--- src/rtl/bcd_mul_seq.sv ---
// Iterative N-digit packed-BCD multiplier: one digit partial product and accumulate per clock.
// Optional operand digit checker enabled by defining BCD_MUL_CHK_EN.
module bcd_mul_seq #(
    parameter int unsigned N = 16
) (
    input  logic             clk,
    input  logic             rst_n,
    input  logic             in_valid,
    output logic             in_ready,
    input  logic [N*4-1:0]   a,
    input  logic [N*4-1:0]   b,
    input  logic             abort,
    output logic             out_valid,
    input  logic             out_ready,
    output logic [2*N*4-1:0] p,
    output logic             busy,
    output logic             err
);

    localparam int unsigned W    = N * 4;
    localparam int unsigned PpW  = (N + 1) * 4;
    localparam int unsigned CntW = $clog2(N + 1);

    typedef enum logic [1:0] {StIdle, StMul, StDone} stateT;

    stateT           stateQ, stateD;
    logic [W-1:0]    aQ, aD;
    logic [W-1:0]    bQ, bD;
    logic [W-1:0]    accHiQ, accHiD;
    logic [W-1:0]    accLoQ, accLoD;
    logic [CntW-1:0] cntQ, cntD;
    logic [2*W-1:0]  pQ, pD;
    logic [PpW-1:0]  ppUnits, ppTens, pp, sum;

`ifdef BCD_MUL_CHK_EN
    logic            errQ, errD;
`endif

    // Single-digit product split into {tens, units}.
    function automatic logic [7:0] digitMul(input logic [3:0] x, input logic [3:0] y);
        logic [7:0] prod;
        prod = 8'(x) * 8'(y);
        return {4'(prod / 8'd10), 4'(prod % 8'd10)};
    endfunction

    // Ripple BCD add over N+1 digits; callers guarantee no carry out of the top digit.
    function automatic logic [PpW-1:0] bcdAdd(input logic [PpW-1:0] x, input logic [PpW-1:0] y);
        logic [PpW-1:0] r;
        logic           carry;
        logic [4:0]     s;
        r     = '0;
        carry = 1'b0;
        for (int i = 0; i < int'(N + 1); i++) begin
            s     = {1'b0, x[i*4+:4]} + {1'b0, y[i*4+:4]} + {4'b0000, carry};
            carry = (s > 5'd9);
            if (carry) begin
                s = s + 5'd6;
            end
            r[i*4+:4] = s[3:0];
        end
        return r;
    endfunction

`ifdef BCD_MUL_CHK_EN
    function automatic logic hasNonBcd(input logic [W-1:0] x);
        logic bad;
        bad = 1'b0;
        for (int i = 0; i < int'(N); i++) begin
            if (x[i*4+:4] > 4'd9) begin
                bad = 1'b1;
            end
        end
        return bad;
    endfunction
`endif

    // Partial product a*d: units land in place, tens shift up one digit, then merge.
    always_comb begin
        logic [7:0] dp;
        dp      = '0;
        ppUnits = '0;
        ppTens  = '0;
        for (int i = 0; i < int'(N); i++) begin
            dp                   = digitMul(aQ[i*4+:4], bQ[3:0]);
            ppUnits[i*4+:4]      = dp[3:0];
            ppTens[(i+1)*4+:4]   = dp[7:4];
        end
        pp  = bcdAdd(ppUnits, ppTens);
        sum = bcdAdd({4'h0, accHiQ}, pp);
    end

    always_ff @(posedge clk or negedge rst_n) begin
        if (!rst_n) begin
            stateQ <= StIdle;
            aQ     <= '0;
            bQ     <= '0;
            accHiQ <= '0;
            accLoQ <= '0;
            cntQ   <= '0;
            pQ     <= '0;
`ifdef BCD_MUL_CHK_EN
            errQ   <= 1'b0;
`endif
        end else begin
            stateQ <= stateD;
            aQ     <= aD;
            bQ     <= bD;
            accHiQ <= accHiD;
            accLoQ <= accLoD;
            cntQ   <= cntD;
            pQ     <= pD;
`ifdef BCD_MUL_CHK_EN
            errQ   <= errD;
`endif
        end
    end

    always_comb begin
        stateD = stateQ;
        aD     = aQ;
        bD     = bQ;
        accHiD = accHiQ;
        accLoD = accLoQ;
        cntD   = cntQ;
        pD     = pQ;
`ifdef BCD_MUL_CHK_EN
        errD   = errQ;
`endif
        unique case (stateQ)
            StIdle: begin
                if (in_valid) begin
                    aD     = a;
                    bD     = b;
                    accHiD = '0;
                    accLoD = '0;
                    cntD   = '0;
                    stateD = StMul;
`ifdef BCD_MUL_CHK_EN
                    if (hasNonBcd(a) || hasNonBcd(b)) begin
                        errD   = 1'b1;
                        pD     = '0;
                        stateD = StDone;
                    end
`endif
                end
            end
            StMul: begin
                if (abort) begin
                    stateD = StIdle;
                end else begin
                    // Low digit of the sum retires into accLo; the rest stays as running total.
                    accHiD = sum[PpW-1:4];
                    accLoD = {sum[3:0], accLoQ[W-1:4]};
                    bD     = bQ >> 4;
                    cntD   = cntQ + CntW'(1);
                    if (cntQ == CntW'(N - 1)) begin
                        stateD = StDone;
                        pD     = {accHiD, accLoD};
                    end
                end
            end
            StDone: begin
                // abort and the handshake both return to idle; p is left untouched either way.
                if (abort || out_ready) begin
                    stateD = StIdle;
`ifdef BCD_MUL_CHK_EN
                    errD   = 1'b0;
`endif
                end
            end
            default: stateD = StIdle;
        endcase
    end

    assign in_ready  = (stateQ == StIdle);
    assign out_valid = (stateQ == StDone);
    assign busy      = (stateQ != StIdle);
    assign p         = pQ;

`ifdef BCD_MUL_CHK_EN
    assign err = errQ;
`else
    assign err = 1'b0;
`endif

endmodule
--- config.mk ---
export PLATFORM = sky130hd
export DESIGN_NAME = bcd_mul_seq
export DESIGN_NICKNAME = d
export VERILOG_FILES = /design/src/rtl/bcd_mul_seq.sv
export SDC_FILE = /design/constraint.sdc
export NUM_CORES = 2
export LEC_CHECK = 0
export BUFFER_PORTS_ARGS = -buffer_cell sky130_fd_sc_hd__buf_2
export CORE_ASPECT_RATIO = 1.4
export CORE_MARGIN = 4
export CORE_UTILIZATION = 65
export DETAILED_ROUTE_END_ITERATION = 10
export PLACE_DENSITY_LB_ADDON = 0.15
export SETUP_SLACK_MARGIN = 0.2
export SYNTH_ARGS = -nofsm -noshare
export SYNTH_HDL_FRONTEND = slang
export SYNTH_SLANG_ARGS = --single-unit
--- constraint.sdc ---
create_clock -name clk -period 63.4 [get_ports clk]
set_input_delay 9.51 -clock clk [delete_from_list [all_inputs] [get_ports clk]]
set_output_delay 9.51 -clock clk [all_outputs]
set_load 0.1 [all_outputs]
==> run_results.csv <==
group,metric,value,unit
run_status,status,"complete, no violations",
yosys,synthArstFlopShare,100,%
drt,drc_errors,0,
yosys,synth_edf_count,0,
yosys,synthCells,4330,
clock_network,hold_buffers,0,
layout,regArea,9690,um2
sta,tightest_slew,1050,ps
yosys,syn_avg_cell_area,8.50,um2
yosys,synth.distinct_cells,98,
clock_network,clock_sinks,387,
setup_path,rr_startpoint,"bQ[2]",
setup_path,cp-end-kind,"flip-flop",
setup_path,crit_fanout,29,
setup_path,r2r_setup_slack,22820,ps
flow_run,cap_violations,0,
drt,top_layer,"met5",
layout,area_growth_syn_to_layout,8.68,%
placement,gp_congestion,0.888,
yosys,ys_ff_latch,387,
drt,drt-total-wl,89300,um
clock_network,cts-root-buf,"clkbuf_16",
placement,hpwl,65900,um
setup_path,crit_type,"reg -> reg",
drt,firstDrtPassIters,6,
yosys,syn_nets,4961,
die,row_count,102,
yosys,synth_top_family_by_area,"compound AO/OA/AOI/OAI gates",
die,fp.dieH,289,um
drt,vias,32000,
layout,final_common_cell,"nand2_1",
yosys,synth_area,36800,um2
die,pin_count,265,
global_routing,gr-total-overflow,0,
layout,fillers,4531,
global_routing,grt_pass1_wl,149000,um
sta,hold_viol_final,0,
yosys,synth-simple-area-share,17.6,%
die,dieArea,60500,um2
sta,fmax,0.0246,GHz
sta,relSlewSlack,29.9,%
hold_path,min_from,"p[49]",
yosys,synthAdderAreaFrac,19.7,%
setup_path,cpPeakStageDelay,740,ps
drt,vias_per_cell,6.10,
die,start_util,66.1,%
yosys,synth_compound_area_share,21.0,%
global_routing,grt_pass1_vias,31300,
yosys,yosysWarnings,0,
setup_path,cpMostUsedCell,"inv_1",
clock_network,clk_pin_slew,70,ps
drt,postRouteAntennaNets,0,
clock_network,cts_buffer_depth,3,
drt,post_drt_wl_per_cell,17.1,um
drt,drt_iter0_drc,2025,
hold_path,hp-class,"reg -> reg",
setup_path,ff2ff_path_depth,154,
sta,setup_viol,0,
global_routing,grt_max_degree,194,
sta,period_share,64.0,%
die,core_area,55600,um2
drt,wl_met3,3440,um
layout,fin_cells,5236,
layout,layout_common_cells,"748 x nand2_1, 383 x dfrtp_1, 373 x ha_1",
global_routing,antenna_found_initial,3,
clock_network,ctsResizeCount,0,
sta,fin_tns_setup,0,ps
setup_path,arrival,41010,ps
placement,dp.cells,5158,
sta,rsz0062_at_grt,"no",
setup_path,cp-start-kind,"flip-flop",
layout,drive_gt1_share,10.9,%
clock_network,clk_latency,600,ps
yosys,synthFlopType,"dfrtp_1",
die,die_w,209,um
drt,wl_met2,46100,um
drt,met1Wirelength,35400,um
clock_network,cts_buffers,41,
sta,fin_crit,40580,ps
setup_path,worst-endpoint-required,63830,ps
clock_network,cts_setup_buffers,0,
setup_path,crit_slowest_cell,"dfrtp_2",
yosys,synth_xor_xnor_area_share,5.25,%
hold_path,holdPathEnd,"p[49]",
hold_path,holdPathStages,2,
layout,nNetsFinal,5104,
setup_path,reg2reg_to,"accHiQ[63]",
sta,maxSlewViolCount,0,
sta,holdWs,469,ps
clock_network,cts-htree-levels,2,
clock_network,cts_tree,"built",
sta,skew,27.9,ps
global_routing,track_usage,28.8,%
placement,port_buffers,263,
yosys,seq_area_frac_synth,26.3,%
yosys,muxShareOfSynthArea,4.51,%
layout,multiInputGateArea,25100,um2
## per-stage QoR
stage                     setup WS, ps  area [um2]  utilization (%)
final                            22820       40000             71.9
after global routing             19360       40000             71.8
after detailed placement         23280       38500             69.2
after floorplan                  26970       36800                -
after global placement           24680       38500             69.2
after CTS                        22940       40000             71.8
## area by class of cell
cell class | instances | area share, %
diodes | 4 | 0.0250
clock buffers | 53 | 2.88
clock inverters | 21 | 0.804
inverters | 351 | 3.30
multi-input cells | 3413 | 62.8
flip-flops and latches | 387 | 24.2
well taps | 728 | 2.28
repair buffers | 279 | 3.68
## critical path: cells and delay by family, from the launching register on
family	cells	cell delay, ps
adders and majority gates	55	18480
AOI/OAI and AO/OA	46	13440
xor gates and xnor gates	9	3110
buffers and inverters	33	3480
DFF	1	740
and+or+nand+nor	11	1120
## layer usage
metal | global-route usage (%) | vias to the layer above
li1 | - | 15500
met1 | 33.6 | 15400
met2 | 53.4 | 787
met3 | 2.98 | 241
met4 | 13.2 | 4
met5 | 0 | -
## Yosys cell counts (25+ instances only)
master	number	area, um2
nand2_1	749	2810
a21oi_1	219	1100
or3_1	25	156
and2_1	192	1200
xnor2_1	158	1380
o211ai_1	41	308
clkbuf_1	159	597
nor3_1	56	280
a31oi_1	36	225
a32oi_1	26	228
inv_1	341	1280
a21o_1	106	796
mux2i_1	64	641
nor2b_1	32	200
xor2_1	59	517
o21ai_0	205	1030
ha_1	373	4670
nand2b_1	27	169
a22o_1	102	893
nor2_1	171	642
dfrtp_1	387	9680
nand3_1	54	270
a221oi_1	35	307
mux2_2	89	1000
fa_1	125	2500
a22oi_1	81	608
o21a_1	31	233
## how the worst max path moves through the flow
stage	start	to	slack (ps)	depth (start not counted)
floorplan	bQ[3]	p[127]	26970	157
global placement	bQ[2]	accHiQ[63]	24680	154
detailed placement	bQ[2]	accHiQ[63]	23280	154
CTS	bQ[2]	accHiQ[63]	22940	154
global route	bQ[2]	p[127]	19360	155
finish	bQ[2]	accHiQ[63]	22820	154
## flip-flops by register name (all words and copies together), names as in the netlist
signal	flops
accHiQ	64
stateQ	2
bQ	64
cntQ	5
accLoQ	60
aQ	64
p	128
## cell families (layout without fill, tap and decap cells)
| group | after synthesis | after routing |
|---|---|---|
| xor+xnor | 219 | 219 |
| other cells | 1 | 5 |
| simple gates | 1412 | 1412 |
| mux | 154 | 154 |
| fa+ha+maj | 507 | 507 |
| buf+inv | 530 | 704 |
| flops | 387 | 387 |
| compound gates | 1120 | 1120 |
Power is not shown: default switching activity piles up to over one toggle a cycle in this logic, so the estimate is an artifact.
